$ cat src/rtl/trap_event_collector.sv
// Collects per-thread good/bad trap hits, issues a sticky PASS/FAIL verdict, then pulses stop.
// Optional duplicate-good-trap check is compiled in with TRAP_COLLECT_DUP_CHK_EN.
module trap_event_collector #(
  parameter int unsigned NUM_THREADS    = 4,
  parameter int unsigned TID_W          = 2,
  parameter int unsigned TIMEOUT_CYCLES = 32'd1000000,
  parameter int unsigned KILL_WAIT      = 2
) (
  input  logic                   clk,
  input  logic                   rst_l,
  input  logic [NUM_THREADS-1:0] thr_en,
  input  logic [NUM_THREADS-1:0] trap_vld,
  input  logic [NUM_THREADS-1:0] trap_bad,
  output logic [NUM_THREADS-1:0] good_mask,
  output logic                   pass,
  output logic                   fail,
  output logic [1:0]             fail_code,
  output logic [TID_W-1:0]       fail_tid,
  output logic                   stop,
  output logic [31:0]            cycle_cnt
);

  typedef enum logic [1:0] {StRun, StDrain, StDone} state_e;

  localparam logic [1:0] CodeBad     = 2'b01;
  localparam logic [1:0] CodeTimeout = 2'b10;
  localparam logic [1:0] CodeDup     = 2'b11;

  state_e                 state_q, state_d;
  logic [NUM_THREADS-1:0] mask_q, mask_d;
  logic                   pass_q, pass_d;
  logic                   fail_q, fail_d;
  logic [1:0]             code_q, code_d;
  logic [TID_W-1:0]       tid_q, tid_d;
  logic                   stop_q, stop_d;
  logic [31:0]            cnt_q, cnt_d;
  logic [31:0]            drain_q, drain_d;

  logic [NUM_THREADS-1:0] good_vec, bad_vec, dup_vec, next_mask;
  logic [TID_W-1:0]       bad_tid, dup_tid;
  logic                   timeout_hit, all_good;

  always_comb begin
    good_vec  = trap_vld & ~trap_bad;
    bad_vec   = trap_vld & trap_bad;
    next_mask = mask_q | good_vec;

    // Descending scans so the lowest set index is the one left standing.
    bad_tid = '0;
    for (int i = int'(NUM_THREADS) - 1; i >= 0; i--) begin
      if (bad_vec[i]) bad_tid = TID_W'(i);
    end

`ifdef TRAP_COLLECT_DUP_CHK_EN
    dup_vec = good_vec & mask_q;
    dup_tid = '0;
    for (int i = int'(NUM_THREADS) - 1; i >= 0; i--) begin
      if (dup_vec[i]) dup_tid = TID_W'(i);
    end
`else
    dup_vec = '0;
    dup_tid = '0;
`endif

    timeout_hit = (TIMEOUT_CYCLES != 0) && (cnt_q == 32'(TIMEOUT_CYCLES - 1));
    all_good    = (thr_en != '0) && ((next_mask & thr_en) == thr_en);
  end

  always_comb begin
    state_d = state_q;
    mask_d  = mask_q;
    pass_d  = pass_q;
    fail_d  = fail_q;
    code_d  = code_q;
    tid_d   = tid_q;
    stop_d  = 1'b0;
    drain_d = drain_q;
    cnt_d   = (cnt_q != 32'hFFFF_FFFF) ? cnt_q + 32'd1 : cnt_q;

    unique case (state_q)
      StRun: begin
        mask_d = next_mask;
        if (bad_vec != '0) begin
          fail_d = 1'b1;
          code_d = CodeBad;
          tid_d  = bad_tid;
        end else if (dup_vec != '0) begin
          fail_d = 1'b1;
          code_d = CodeDup;
          tid_d  = dup_tid;
        end else if (timeout_hit) begin
          fail_d = 1'b1;
          code_d = CodeTimeout;
          tid_d  = '0;
        end else if (all_good) begin
          pass_d = 1'b1;
        end
        if (fail_d || pass_d) begin
          state_d = StDrain;
          drain_d = 32'(KILL_WAIT);
        end
      end
      StDrain: begin
        if (drain_q <= 32'd1) begin
          state_d = StDone;
          stop_d  = 1'b1;
        end else begin
          drain_d = drain_q - 32'd1;
        end
      end
      StDone: begin
      end
      default: state_d = StRun;
    endcase
  end

  always_ff @(posedge clk or negedge rst_l) begin
    if (!rst_l) begin
      state_q <= StRun;
      mask_q  <= '0;
      pass_q  <= 1'b0;
      fail_q  <= 1'b0;
      code_q  <= 2'b00;
      tid_q   <= '0;
      stop_q  <= 1'b0;
      cnt_q   <= '0;
      drain_q <= '0;
    end else begin
      state_q <= state_d;
      mask_q  <= mask_d;
      pass_q  <= pass_d;
      fail_q  <= fail_d;
      code_q  <= code_d;
      tid_q   <= tid_d;
      stop_q  <= stop_d;
      cnt_q   <= cnt_d;
      drain_q <= drain_d;
    end
  end

  assign good_mask = mask_q;
  assign pass      = pass_q;
  assign fail      = fail_q;
  assign fail_code = code_q;
  assign fail_tid  = tid_q;
  assign stop      = stop_q;
  assign cycle_cnt = cnt_q;

endmodule

$ cat config.mk
export PLATFORM = sky130hd
export DESIGN_NAME = trap_event_collector
export DESIGN_NICKNAME = d
export VERILOG_FILES = /design/src/rtl/trap_event_collector.sv
export SDC_FILE = /design/constraint.sdc
export NUM_CORES = 1
export LEC_CHECK = 0
export ABC_CLOCK_PERIOD_IN_PS = 2400
export CAP_MARGIN = 20
export CORE_MARGIN = 2
export CORE_UTILIZATION = 50
export CTS_CLUSTER_DIAMETER = 50
export CTS_CLUSTER_SIZE = 20
export DETAILED_ROUTE_END_ITERATION = 8
export PLACE_DENSITY = 0.77
export SLEW_MARGIN = 30
export SYNTH_ARGS = -nofsm -noshare
export SYNTH_HDL_FRONTEND = slang
export SYNTH_SLANG_ARGS = --single-unit
$ cat constraint.sdc
create_clock -name clk -period 2.4 [get_ports clk]
set_clock_uncertainty 0.2 [all_clocks]
set_input_delay 0.6 -clock clk [delete_from_list [all_inputs] [get_ports clk]]
set_output_delay 0.6 -clock clk [all_outputs]
set_load 0.01 [all_outputs]
Word-level counts from Yosys, hierarchy flattened:

Index checks and enable logic that the tools add are counted.
Widths: inputs -> output; s select.

* bits in registers: 77
* bits of input ports: 14
* output and inout port bits: 43

* add/subtract/negate cells: 2
* order comparisons: 1
* equality and inequality tests: 8
* multiplexer cells: 23
* bitwise gates (word level): 6
* reduce and logical (&&, ||, !) cells: 10

Operators with widths (count)
* $mux 32: 2
* $pmux 32 s2: 1
* $add 32x1->32 const B: 1
* $eq 32x20->1 const B: 1
* $le 32x1->1 const B: 1
* $ne 32x32->1 const B: 1
* $sub 32x1->32 const B: 1
* $mux 2: 10
* $and 4x4->4: 3
* $mux 1: 9
* $reduce_bool 4->1: 2
* $ne 2x2->1 const B: 3
* $pmux 2 s3: 1
* $reduce_and 3->1: 2
* $eq 4x4->1: 1
* $not 4->4: 1
* $or 4x4->4: 1
* $reduce_bool 2->1: 2
* $eq 2x1->1 const B: 1
* $eq 2x2->1 const B: 1
* $logic_not 2->1: 1
* $reduce_and 2->1: 1
* $logic_and 1x1->1: 1
* $logic_or 1x1->1: 1
* $not 1->1: 1

Logic depth before layout (Yosys ltp):

Gate-level depths: netlist of the first run.

* word-level depth: 13
* mapped depth: 7
* gate-level depth less buffers: 7

Worst setup path after synthesis of the first run:

Ideal clock, no wire load.

* kind: register -> register
* start: register cnt_q[0] (netlist: cycle_cnt[0])
* end: register cnt_q[11] (netlist: cycle_cnt[11])
* setup time: 128 ps
* data arrival time: 1970 ps
* data required time: 2072 ps
* slack: 102 ps
* cell stages (with the launch flop): 8
* path buffers: 1
* clock period less this slack: 2298 ps
* cells stage by stage: dfrtp_1 -> ha_1 -> nand2_1 -> or3_1 -> or4_1 -> buf_2 -> and3_1 -> xor2_1

* cells in the longest elaborated chain, start to end: 1
* elaborated cells between the ends (all ways): 2
* those cells by class: add/sub: 1; eq/ne: 1

Ends and longest elaborated chain
* start: declaration: line 36 `logic [31:0] cnt_q, cnt_d;`
* start signal: assignment: line 136 `cnt_q <= cnt_d;`
* $add 32x1->32 / $ne 32x32->1 (equally long branches): line 78 `cnt_d = (cnt_q != 32'hFFFF_FFFF) ? cnt_q + 32'd1 : cnt_q;`

Parallel ways exist; a longest one is shown, timed or not.
A chain may end at the register's enable or synchronous reset.

Worst setup path in the final report of the first run:

* start: register drain_q[0]
* end: register drain_q[4]

* cells in the longest elaborated chain, start to end: 3
* elaborated cells between the ends (all ways): 6
* those cells by class: add/sub: 1; order compare: 1; eq/ne: 1; mux: 2; reduce/logical: 1

Ends and longest elaborated chain
* start: declaration: line 37 `logic [31:0] drain_q, drain_d;`
* start signal: assignment: line 137 `drain_q <= drain_d;`
* $sub 32x1->32 / $le 32x1->1 (equally long branches): line 108, 104
* $mux 32 / $ne 2x2->1 (equally long branches)
* $pmux 32 s2 / $reduce_and 3->1 (equally long branches)

Parallel ways exist; a longest one is shown, timed or not. The select of a mux whose other input is x is not followed.

==> results of run 1 <==
[layout by cell type (no fill, tap or decap), types with 11 or more instances in the layout]
master / n
o211ai_1: 19
nor3_1: 16
nand3_1: 28
dfrtp_1: 74
clkbuf_8: 11
clkdlybuf4s50_1: 50
nand4_1: 16
inv_1: 25
nor2_1: 36
xnor2_1: 13
nand2_1: 37
xor2_1: 16
buf_4: 70
[kinds of logic (layout without fill, tap and decap cells)]
family,count (synthesis),after routing,share of synthesized area [%]
AO/OA/AOI/OAI,101,101,18.0
multiplexers,2,2,0.490
XOR/XNOR,29,29,5.85
adder cells (fa/ha/maj),3,3,0.865
AND/OR/NAND/NOR,208,208,26.4
buffers and inverters,42,166,3.92
flip-flops,77,77,44.4
[routing by layer]
metal	share of wire (%)	global-route usage (%)	vias to the layer above
li1	-	-	1991
met1	44	35.9	2091
met2	49	41.6	172
met3	5.7	4.10	22
met4	1.4	8.67	0
met5	0	0	-
[power groups by stage]
stage | combinational, mW | sequential [mW] | clock (mW)
final | 0.0947 | 1.30 | 0.900
after global routing | 0.106 | 1.30 | 0.977
after CTS | 0.0961 | 1.30 | 0.912
after detailed placement | 0.0957 | 1.33 | 0
after global placement | 0.0939 | 1.33 | 0
after floorplan | 0.0170 | 1.33 | 0
[worst reg2reg max path: cells and delay by family (launching register included)]
family | cells | cell delay [ps]
fa+ha+maj | 1 | 260
flops | 1 | 440
compound gates | 4 | 790
buf+inv | 3 | 500
[flip-flops by register name, indices dropped and copies added (netlist names)]
| name | flops |
|---|---|
| stop | 1 |
| state_q | 2 |
| cycle_cnt | 32 |
| drain_q | 32 |
| good_mask | 4 |
| fail | 1 |
| fail_code | 2 |
| fail_tid | 2 |
| pass | 1 |
[area by class of cell]
cell class | count | area (µm²)
multi-input combinational | 343 | 2330
tap | 105 | 131
timing repair buffer | 126 | 1110
clock inverter | 3 | 22.5
clock buffer | 11 | 151
fill | 632 | 2530
sequential | 77 | 1930
inverter | 26 | 97.6
[worst max path at each step]
stage | start | to | cells after the start
2_1_floorplan | cycle_cnt[0] | cycle_cnt[11] | 7
3_3_place_gp | trap_vld[3] | drain_q[0] | 8
3_5_place_dp | trap_vld[3] | drain_q[11] | 8
4_1_cts | trap_vld[3] | drain_q[3] | 8
5_1_grt | drain_q[10] | drain_q[23] | 5
6_report | drain_q[0] | drain_q[4] | 8
[per-stage QoR]
stage               utilization, %  total power, mW  area, µm²  instances
floorplan                        -             1.34       4340        462
global placement              66.2             1.42       5490        677
detailed placement            66.2             1.42       5490        677
CTS                           68.3             2.31       5670        691
global route                  69.5             2.38       5770        691
finish                        69.5             2.30       5770        691
[what timing repair did]
| item | 4_1_cts | 5_1_grt |
|---|---|---|
| endpoints found under the setup margin | 1 | 34 |
| pin swaps | 1 | 4 |
| gates resized for setup | 0 | 25 |
| endpoints found under the hold margin | 0 | 0 |
==> reports/qor.txt, run 1 <==
setup TNS: 0 ps
Port Buffers: 56
Worst-Skew Late Latency: 350 ps
Top FF cell, synth: dfrtp_1
Worst-path clk slew: 80 ps
WP data arrival: 2360 ps
VDD IR-drop max: 299 µV
worst reg2reg path depth: 8
Final Hold Viols: 3
RSZ-0062 raised after global routing: yes
hold bufs inserted after CTS: 0
Netlist cell types: 65
violated checks: hold timing
die extent in x: 97.2 µm
Ys Warns: 0
Setup Buffers After CTS: 0
CP max-delay cell: dfrtp_2
GPL Wtd Cong: 0.945
ANT cells: 0
antenna viol nets, final: 0
via count: 4276
Tmin final: 2300 ps
number of I/O pins: 57
Pint: 1.76 mW
Worst EP required: 2460 ps
Async SR Flop Fraction: 100%
WL/cell: 17.6 µm
Slew Limit Fails: 0
crit path kind: reg2reg
Bufs on Longest Clock Path: 2
sequential share of power: 56.7%
first-pass GRT wire length: 20400 µm
maxcap violations: 0
CTS tree: done
final hold slack: -2.59 ps
# DRC: 0
Setup WS pre-CTS: -397 ps
gr usage total: 25.9%
CP Launch Type: flop
min-delay worst type: in2async
hpwl dp: 8730 µm
largest net degree at the start of global routing: 36
Pwr Density: 398 nW/µm²
Core Region: 8300 µm²
R2R setup slack: 100 ps
Synth area leader: dfrtp_1
final WL: 12200 µm
vias in the first global route: 4207
setup ws final: 97.3 ps
Synth area leaders: dfrtp_1 44%, nand3_1 3.3%, o211ai_1 3.3%, xor2_1 3.2%, nand2_1 3.2%
Cells after Synth: 462
drt via density: 6.19
Sink Count: 77
CP Capture Type: flop
initial core utilization: 52.3%
post-synth top area share: 44.4%
Final setup viols: 0
Relative slew margins: 69.5%
average footprint of a synthesized cell: 9.39 µm²
r2r startpoint: drain_q[0]
fraction of layout cells with a size suffix above 1: 21.3%
full die area: 9440 µm²
critical path cell sequence: inv_1 > ha_1 > o211ai_2 > buf_4 > o41ai_1 > buf_4 > o31ai_1 > a31oi_1
Post-layout nets: 600
worst-margin pin slew: 457 ps
initial DRC count: 284
Num CTS Buffers: 9
area delta synth->final: 33.0%
Reg-to-Reg End: drain_q[4]
Seq/Total Area, Yosys: 44.4%
count leader, synth: dfrtp_1
htree depth: 3
Tcrit/Tclk final: 95.9%
Psw: 530 µW
top post-synthesis cells by count: 77 x dfrtp_1, 37 x nand2_1, 37 x nor2_1
EDFF count, synth: 0
Row Count: 33
CP max FO: 5
antenna violations before repair: 0
Worst path max stage delay: 440 ps
DR pass1 iterations: 5
clock tree root buffer cell: clkbuf_8
status: finished with violations
Achievable Freq: 434 MHz
Crit path max-delay family: compound AO/OA/AOI/OAI gates
net count after synthesis: 479
Leak: 2.53 nW
Synth Cell Area: 4340 µm²
combinational share of power: 4.1%
Die Y-Extent: 97.2 µm
GR Overflow Total: 0
Sw Share: 23.1%
Synth Register Bits: 77
WP buf/inv: 3
Most common cell on crit path: buf_4
clock share of power: 39.2%
(Power assumes the default switching activity.)
==> run 2: changes to the inputs <==
--- a/config.mk
+++ b/config.mk
@@ -6,7 +6,7 @@
 export NUM_CORES = 1
 export LEC_CHECK = 0
 export ABC_CLOCK_PERIOD_IN_PS = 2400
-export CAP_MARGIN = 20
+export CAP_MARGIN = 10
 export CORE_MARGIN = 2
 export CORE_UTILIZATION = 50
 export CTS_CLUSTER_DIAMETER = 50
==> results of run 2 <==
Same layout as run 1: the final DEF is identical, and so are final timing and power.
